`src/rtl/pe_inst_pkg.sv`:
```
// Shared definitions for the per-PE instruction decoder.
// Holds the arbitrated word layout, the sequencing states and the
// packet field positions. Also has a helper that classifies a packet
// as a timestep-0 ifmap location.
package pe_inst_pkg;

  localparam int NODE_W         = 4;
  localparam int CONTENT_W      = 14;
  localparam int PKT_FILTER_BIT = 0;
  localparam int PKT_TS_BIT     = 1;
  localparam int X_LSB          = 2;
  localparam int Y_LSB          = 8;
  localparam int COORD_W        = 6;
  localparam int ROW_W          = 3;
  localparam int MAX_ROWS       = 8;

  typedef struct packed {
    logic [CONTENT_W-1:0] content;
    logic [NODE_W-1:0]    node;
  } inst_word_t;

  // INIT  : collecting filter rows
  // ACK   : offering one ack token upstream
  // READY : waiting for the timestep-0 ifmap of the next set
  // BUSY  : PE working on the current ifmap set
  typedef enum logic [1:0] {
    INIT  = 2'd0,
    ACK   = 2'd1,
    READY = 2'd2,
    BUSY  = 2'd3
  } dec_state_t;

  // Timestep-0 ifmap packets have both the filter and timestep bits clear.
  function automatic logic pkt_is_t0(input logic [1:0] pkt_lo);
    return (pkt_lo[PKT_FILTER_BIT] == 1'b0) && (pkt_lo[PKT_TS_BIT] == 1'b0);
  endfunction

endpackage

```
`src/rtl/pe_inst_decoder_ifm_out_reg.sv`:
```
// One-entry valid/ready output register for the ifmap location path.
// Ports:
//   clk, rst            clock, async active-high reset
//   load                capture load_x/load_y/load_ts and raise ifm_valid
//   load_x/y/ts         location fields to capture
//   ifm_ready           downstream accepts the held location
//   ifm_valid/x/y/ts    held location toward the PE
// A load in the same cycle the downstream accepts simply overwrites the
// entry, so consecutive locations pass with no bubble.
module pe_inst_decoder_ifm_out_reg
  import pe_inst_pkg::*;
(
  input  logic               clk,
  input  logic               rst,
  input  logic               load,
  input  logic [COORD_W-1:0] load_x,
  input  logic [COORD_W-1:0] load_y,
  input  logic               load_ts,
  input  logic               ifm_ready,
  output logic               ifm_valid,
  output logic [COORD_W-1:0] ifm_x,
  output logic [COORD_W-1:0] ifm_y,
  output logic               ifm_ts
);

  always_ff @(posedge clk or posedge rst) begin
    if (rst) begin
      ifm_valid <= 1'b0;
      ifm_x     <= '0;
      ifm_y     <= '0;
      ifm_ts    <= 1'b0;
    end else if (load) begin
      ifm_valid <= 1'b1;
      ifm_x     <= load_x;
      ifm_y     <= load_y;
      ifm_ts    <= load_ts;
    end else if (ifm_ready) begin
      ifm_valid <= 1'b0;
    end
  end

endmodule

```
`src/rtl/pe_inst_decoder.sv`:
```
// Receive end of the per-PE instruction path.
// Checks the node field of each arbitrated word, turns filter packets
// into row-load strobes, forwards ifmap locations through a one-entry
// register and issues the ack tokens that release each new ifmap set.
// Ports:
//   clk, rst                    clock, async active-high reset
//   in_valid/in_ready/in_data   arbitrated word {content, pe_node}
//   filt_we/filt_row            one-cycle filter row load strobe
//   ifm_valid/ifm_ready/x/y/ts  ifmap location toward the PE
//   pe_done                     PE finished current ifmap set
//   ack_valid/ack_ready         ack token to the instruction FIFO
//   err_misroute/err_protocol   sticky error flags
module pe_inst_decoder
  import pe_inst_pkg::*;
#(
  parameter int              WIDTH       = 14,
  parameter logic [NODE_W-1:0] PE_NODE   = 4'd0,
  parameter int              FILTER_ROWS = 5
) (
  input  logic                    clk,
  input  logic                    rst,
  input  logic                    in_valid,
  output logic                    in_ready,
  input  logic [WIDTH+NODE_W-1:0] in_data,
  output logic                    filt_we,
  output logic [ROW_W-1:0]        filt_row,
  output logic                    ifm_valid,
  input  logic                    ifm_ready,
  output logic [COORD_W-1:0]      ifm_x,
  output logic [COORD_W-1:0]      ifm_y,
  output logic                    ifm_ts,
  input  logic                    pe_done,
  output logic                    ack_valid,
  input  logic                    ack_ready,
  output logic                    err_misroute,
  output logic                    err_protocol
);

  localparam logic [MAX_ROWS-1:0] FULL_MASK = MAX_ROWS'((1 << FILTER_ROWS) - 1);

  dec_state_t          state, state_nxt;
  logic [MAX_ROWS-1:0] mask, mask_nxt;

  logic [NODE_W-1:0] node;
  logic [WIDTH-1:0]  content;
  logic [ROW_W-1:0]  row;
  logic              xfer, hit, row_ok, filt_ok, filt_bad, ifm_load, t0_load;

  assign node    = in_data[NODE_W-1:0];
  assign content = in_data[WIDTH+NODE_W-1:NODE_W];
  assign row     = content[PKT_FILTER_BIT+1 +: ROW_W];

  // Only the ifmap register can back-pressure; filters never stall.
  assign in_ready = !ifm_valid || ifm_ready;
  assign xfer     = in_valid && in_ready;
  assign hit      = xfer && (node == PE_NODE);
  assign row_ok   = ({1'b0, row} < 4'(FILTER_ROWS));
  assign filt_ok  = hit && content[PKT_FILTER_BIT] && row_ok;
  assign filt_bad = hit && content[PKT_FILTER_BIT] && !row_ok;
  assign ifm_load = hit && !content[PKT_FILTER_BIT];
  assign t0_load  = ifm_load && pkt_is_t0(content[1:0]);

  assign mask_nxt  = filt_ok ? (mask | (MAX_ROWS'(1) << row)) : mask;
  assign ack_valid = (state == ACK);

  always_comb begin
    state_nxt = state;
    case (state)
      // Uses the updated mask so the completing row moves to ACK on its own edge.
      INIT:    if (mask_nxt == FULL_MASK) state_nxt = ACK;
      ACK:     if (ack_ready) state_nxt = READY;
      READY:   if (t0_load) state_nxt = BUSY;
      BUSY:    if (pe_done) state_nxt = ACK;
      default: state_nxt = INIT;
    endcase
  end

  always_ff @(posedge clk or posedge rst) begin
    if (rst) begin
      state        <= INIT;
      mask         <= '0;
      filt_we      <= 1'b0;
      filt_row     <= '0;
      err_misroute <= 1'b0;
      err_protocol <= 1'b0;
    end else begin
      state   <= state_nxt;
      mask    <= mask_nxt;
      filt_we <= filt_ok;
      if (filt_ok) filt_row <= row;
      if (xfer && !hit) err_misroute <= 1'b1;
      if (filt_bad || (t0_load && state != READY)) err_protocol <= 1'b1;
    end
  end

  pe_inst_decoder_ifm_out_reg u_ifm_out_reg (
    .clk       (clk),
    .rst       (rst),
    .load      (ifm_load),
    .load_x    (content[X_LSB +: COORD_W]),
    .load_y    (content[Y_LSB +: COORD_W]),
    .load_ts   (content[PKT_TS_BIT]),
    .ifm_ready (ifm_ready),
    .ifm_valid (ifm_valid),
    .ifm_x     (ifm_x),
    .ifm_y     (ifm_y),
    .ifm_ts    (ifm_ts)
  );

endmodule

```
`config.mk`:
```
export PLATFORM = sky130hd
export DESIGN_NAME = pe_inst_decoder
export DESIGN_NICKNAME = d
export VERILOG_FILES = /design/src/rtl/pe_inst_pkg.sv /design/src/rtl/pe_inst_decoder_ifm_out_reg.sv /design/src/rtl/pe_inst_decoder.sv
export SDC_FILE = /design/constraint.sdc
export NUM_CORES = 1
export LEC_CHECK = 0
export BUFFER_PORTS_ARGS = -buffer_cell sky130_fd_sc_hd__buf_2
export CORE_MARGIN = 2
export CORE_UTILIZATION = 49
export CTS_CLUSTER_DIAMETER = 50
export CTS_CLUSTER_SIZE = 10
export DETAILED_ROUTE_END_ITERATION = 6
export PLACE_DENSITY = 0.78
export SETUP_SLACK_MARGIN = 0.02
export SKIP_LAST_GASP = 1
export SLEW_MARGIN = 10
export SYNTH_ARGS = -nofsm -noshare
export SYNTH_HDL_FRONTEND = slang
export SYNTH_SLANG_ARGS = --single-unit
```
`constraint.sdc`:
```
create_clock -name clk -period 2.2 [get_ports clk]
set_input_delay 0.44 -clock clk [delete_from_list [all_inputs] [get_ports clk]]
set_output_delay 0.44 -clock clk [all_outputs]
set_load 0.005 [all_outputs]
```
Word-level counts from Yosys, hierarchy flattened
Index checks and enable logic that the tools add are counted.
{"block": "classes", "add_sub_neg": 0, "n_mul": 0, "div_mod_pow": 0, "n_lt_le_gt_ge": 1, "n_eq_ne": 9, "n_shift": 1, "n_mux": 8, "bitwise_logic": 3, "n_reduce_logical": 20}
{"cell": "$logic_and 1x1->1", "count": 10}
{"cell": "$eq 8x5->1 const B", "count": 1}
{"cell": "$mux 2", "count": 4}
{"cell": "$mux 8", "count": 1}
{"cell": "$ne 2x2->1 const B", "count": 4}
{"cell": "$or 8x8->8", "count": 1}
{"cell": "$pmux 2 s4", "count": 1}
{"cell": "$shl 1x3->8 const A", "count": 1}
{"cell": "$eq 2x2->1 const B", "count": 2}
{"cell": "$logic_not 1->1", "count": 4}
{"cell": "$logic_not 4->1", "count": 1}
{"cell": "$reduce_and 4->1", "count": 1}
{"cell": "$lt 3x3->1 const B", "count": 1}
{"cell": "$eq 2x1->1 const B", "count": 1}
{"cell": "$logic_not 2->1", "count": 1}
{"cell": "$logic_or 1x1->1", "count": 2}
{"cell": "$mux 1", "count": 2}
{"cell": "$ne 2x1->1 const B", "count": 1}
{"cell": "$not 1->1", "count": 2}
{"cell": "$reduce_bool 2->1", "count": 1}
{"block": "word_totals", "register_bits": 30, "latch_bits": 0, "ramBits": 0, "romBits": 0, "in_bits": 24, "elab_cells": 52, "mem_count": 0}

Longest topological paths before layout
{"block": "logic_depth", "ltp_word": 10, "depth_mapped": 7, "depth_no_buf": 6}

By module
A second synthesis with hierarchy kept.
{"block": "hier_totals", "cells_unflattened": 105, "hier_area_um2": 1358.8}
{"mod": "pe_inst_decoder", "n_inst": 1, "cells_each": 74, "area_each_um2": 834.6}
{"mod": "pe_inst_decoder_ifm_out_reg", "n_inst": 1, "cells_each": 31, "area_each_um2": 524.3}

Least setup slack after synthesis
OpenSTA, ideal clock, no wires.
{"block": "synth_path", "path_type": "input port to flip-flop", "from": "input in_data[1]", "to": "register u_ifm_out_reg.ifm_ts", "setup_ps": 125, "arrival_time_ps": 1918, "required_ps": 2075, "slack_ps": 157, "stages": 5, "path_buffers": 2, "path_cell_list": "or4_4 or3_1 buf_6 buf_12 mux2_4"}
{"block": "synth_between", "elab_chain_cells": 3}
{"element": "start, declared", "line_no": "pe_inst_decoder.sv:24", "source": "input logic [WIDTH+NODE_W-1:0] in_data,"}
{"element": "$logic_not 4->1", "line_no": "pe_inst_decoder.sv:56", "source": "assign hit = xfer && (node == PE_NODE);"}
{"element": "$logic_and 1x1->1", "line_no": "pe_inst_decoder.sv:56"}
{"element": "$logic_and 1x1->1", "line_no": "pe_inst_decoder.sv:60", "source": "assign ifm_load = hit && !content[PKT_FILTER_BIT];"}
{"element": "end signal, assigned", "line_no": "pe_inst_decoder_ifm_out_reg.sv:36", "source": "ifm_ts <= load_ts;"}
{"element": "end, declared", "line_no": "pe_inst_decoder_ifm_out_reg.sv:23", "source": "output logic ifm_ts"}
Every way passes these cells.
A chain may end at the register's enable or synchronous reset.

Final worst setup path
{"block": "layout_path", "from": "input in_data[1]", "to": "register state[0]"}
{"block": "layout_between", "elab_chain_cells": 8}
{"element": "$logic_not 4->1 *", "line_no": "pe_inst_decoder.sv:56"}
{"element": "$logic_and 1x1->1 *", "line_no": "pe_inst_decoder.sv:56"}
{"element": "$logic_and 1x1->1 (2 in series)", "line_no": "pe_inst_decoder.sv:58", "source": "assign filt_ok = hit && content[PKT_FILTER_BIT] && row_ok;"}
{"element": "$mux 8", "line_no": "pe_inst_decoder.sv:63", "source": "assign mask_nxt = filt_ok ? (mask | (MAX_ROWS'(1) << row)) : mask;"}
{"element": "$eq 8x5->1", "line_no": "pe_inst_decoder.sv:70", "source": "INIT: if (mask_nxt == FULL_MASK) state_nxt = ACK;"}
{"element": "$ne 2x2->1 (no source line)"}
{"element": "$reduce_and 4->1 (no source line) *"}
{"element": "end signal, assigned", "line_no": "pe_inst_decoder.sv:87", "source": "state <= state_nxt;"}
{"element": "end, declared", "line_no": "pe_inst_decoder.sv:41", "source": "dec_state_t state, state_nxt;"}
Every way passes the cells marked *; elsewhere a longest branch is shown, timed or not.

==> impl_results.md <==
* Final WL at 2.63 mm
* Syn_nets at 140
* Worst reg2reg path depth at 6
* Layout cell share with drive strength beyond 1 at 47.5%
* Final #Nets at 188
* Final min period at 1.90 ns
* Fmax at 527 MHz
* Post-DR wirelength/cell at 13.8 um
* Global-route wire length before repair at 4.40 mm
* Synth area leaders: dfrtp_1 53%, mux2_4 8.5%, mux2_2 6.4%
* Total CTS buffers at 5
* Hold Vio Cnt, Final at 0
* Starting DRT DRC Count at 30
* Core Rows at 19
* CP max-delay cell: or4_4
* Fin crit share at 86.3%
* Area growth syn-to-layout at 22.2%
* Sequential-to-total area share from yosys stat at 53.0%
* CP max stage delay at 0.54 ns
* Iteration count of the initial detailed-routing pass at 4
* Maximum vdd drop at 0.000668 V
* Core Box Area at 2760 um^2
* DR DRC count at 0
* Largest fanout on the critical path at 4
* Measured slew at the worst slew-check pin at 0.566 ns
* Cell accounting for the most synthesized area: dfrtp_1
* Worst r2r dst: state[0]
* Dpl hpwl at 2.01 mm
* Top-area cell type share of the netlist area at 53.0%
* Global Route Usage Sum at 17.3%
* Status: finished, final reports clean
* CTS clk-pin slew, worst paths at 0.10 ns
* Vias per std cell at 5.49
* # port buffers at 45
* Hold WC Path Type: in2async
* Synth cell types at 33
* TritonCTS clock tree: done
* Htree depth at 2
* Fillers at 225
* Post-CTS Resized at 0
* Dpl ws at -0.0204 ns
* Worst Setup SP: in_data[1]
* Power, Total at 1.51 mW
* Pins Over Slew Limit at 0
* Endpoints failing setup at 0
* Post-CTS setup buffers at 0
* GRT overflow at 0
* Initial antenna violation count at 0
* Clock Path Buffers at 2
* Hold WS at 0.181 ns
* RSZ-0062 raised after global routing: no
* CP endpoint kind: flip-flop
* R2R Path Start: u_ifm_out_reg.ifm_valid
* Required @ worst endpoint at 2.43 ns
* Io pins at 46
* Vias at 1048
* Max_slew headroom at 61.9%
* Worst setup SP type: input port
* Initial Util at 51.4%
* Leakage at 0.948 nW
* Setup WS post-layout at 0.301 ns
* Setup Skew at 0.00919 ns
* Max-cap violation count at 0
* Chip width at 57.8 um
* Die Footprint at 3340 um^2
* Antenna Cells at 0
* Clock Sink Count at 30
* Gate Count Post-Synth at 111
* R2r setup slk at 0.44 ns
* Crit path kind: in2reg
* Root buffer cell: clkbuf_4
* Ys Warns at 0
* Cell Area, Synth at 1420 um^2
* Critical path arrival at 2.13 ns
* Largest net degree at the start of global routing at 31
* Detail Route Antenna Nets at 0
* Power density over cell area at 869 nW/um^2
* Clk_lat worst skew at 0.31 ns
* GP Congestion at 0.732
* Post-CTS Hold Fix Bufs at 0
* Vias in the first global route at 1065
* Number of synthesized register bits at 30
* Sequence of cells on the critical path: buf_2 -> or4_4 -> o41ai_1 -> buf_4 -> and2_1 -> a41oi_1 -> o211ai_1
* Vert. Die Dim at 57.8 um
* Avg Inst Size Synth at 12.8 um^2
## synthesized netlist by cell type
| cell type | instances |
|---|---|
| a41oi_1 | 4 |
| o21ai_0 | 2 |
| nor4bb_1 | 2 |
| buf_6 | 1 |
| mux2_4 | 8 |
| o211ai_1 | 2 |
| a31o_2 | 2 |
| nor4b_1 | 1 |
| nor3_1 | 3 |
| a22o_1 | 1 |
| a21oi_1 | 2 |
| dfrtp_1 | 30 |
| inv_1 | 8 |
| and4b_1 | 1 |
| o41ai_1 | 1 |
| nor2_1 | 2 |
| nand2b_1 | 1 |
| nor2b_1 | 1 |
| nand2_1 | 5 |
| a22oi_1 | 1 |
| a41o_1 | 4 |
| mux2_2 | 8 |
| or3_1 | 1 |
| and4_1 | 1 |
| nor4_1 | 1 |
| clkbuf_2 | 1 |
| or4_4 | 1 |
| ha_1 | 5 |
| buf_12 | 1 |
| and3_1 | 1 |
| clkbuf_1 | 5 |
| and2_1 | 2 |
| a31oi_1 | 2 |
## layout by cell type, fill, tap and decap left out, drive strengths merged, types with 2 or more instances in the layout
cell and count:
dfrtp 30, and2 2, o21ai 2, a31o 2
ha 5, a31oi 2, a41o 4, a21oi 2
nor3 3, a41oi 4, o211ai 2, inv 8
mux2 16, nor4bb 2, buf 49, nand2 5
clkbuf 6, nor2 2
## final cells by class
cell class / instances / area (um^2) / share of cell area [%]
flip-flops and latches: 30 / 751 / 43.3
clock inverters: 2 / 12.5 / 0.722
inverters: 8 / 30.0 / 1.73
clock buffers: 6 / 51.3 / 2.96
multi-input cells: 65 / 582 / 33.6
well taps: 31 / 38.8 / 2.24
repair buffers: 49 / 268 / 15.5
## through the flow
stage / utilization, % / cells / instance area [um^2] / TNS, ns
after floorplan: - / 111 / 1420 / 0
after global placement: 60.5 / 183 / 1670 / 0
after detailed placement: 60.5 / 183 / 1670 / -0.0204
after CTS: 62.8 / 191 / 1730 / 0
after global routing: 62.8 / 191 / 1730 / 0
final: 62.8 / 191 / 1730 / 0
## state kept, by name, summed over array words and instances, names as in the netlist
register,count
mask,8
u_ifm_out_reg.ifm_x,6
u_ifm_out_reg.ifm_ts,1
u_ifm_out_reg.ifm_y,6
u_ifm_out_reg.ifm_valid,1
err_protocol,1
state,2
filt_row,3
err_misroute,1
filt_we,1
## logic make-up (layout without fill, tap and decap cells)
group | count (synthesis) | in the layout | share of synthesized area (%)
multiplexers | 16 | 16 | 14.8
flip-flops | 30 | 30 | 53.0
adder cells (fa/ha/maj) | 5 | 5 | 4.41
AND/OR/NAND/NOR | 23 | 23 | 10.2
buffers and inverters | 16 | 65 | 6.00
AO/OA/AOI/OAI | 21 | 21 | 11.7
## metal layers
| metal | up-vias | part of all wire (%) | track usage, % |
|---|---|---|---|
| met5 | - | 0 | 0 |
| li1 | 500 | - | - |
| met3 | 5 | 7.6 | 4.91 |
| met4 | 0 | 1.6 | 8.97 |
| met1 | 509 | 43 | 19.7 |
| met2 | 34 | 48 | 29.5 |
## report_power, final
group	total, mW	switching [mW]	internal, mW	leakage [nW]
Sequential	0.700	0.0584	0.641	0.387
Combinational	0.475	0.232	0.243	0.528
Clock	0.332	0.178	0.153	0.0343
Total	1.51	0.469	1.04	0.948
## critical path, delay by kind of cell
kind | cells | cell delay [ns]
AOI/OAI and AO/OA | 3 | 0.66
buffers and inverters | 2 | 0.29
and+or+nand+nor | 2 | 0.73
## worst max-delay path by stage
| stage | endpoint | slack (ns) |
|---|---|---|
| floorplan | u_ifm_out_reg.ifm_ts | 0.16 |
| global placement | state[0] | 0.07 |
| detailed placement | state[0] | -0.02 |
| CTS | state[0] | 0.30 |
| global route | state[1] | 0.22 |
| finish | state[0] | 0.30 |
No activity file was read; power rests on OpenSTA's default activity.
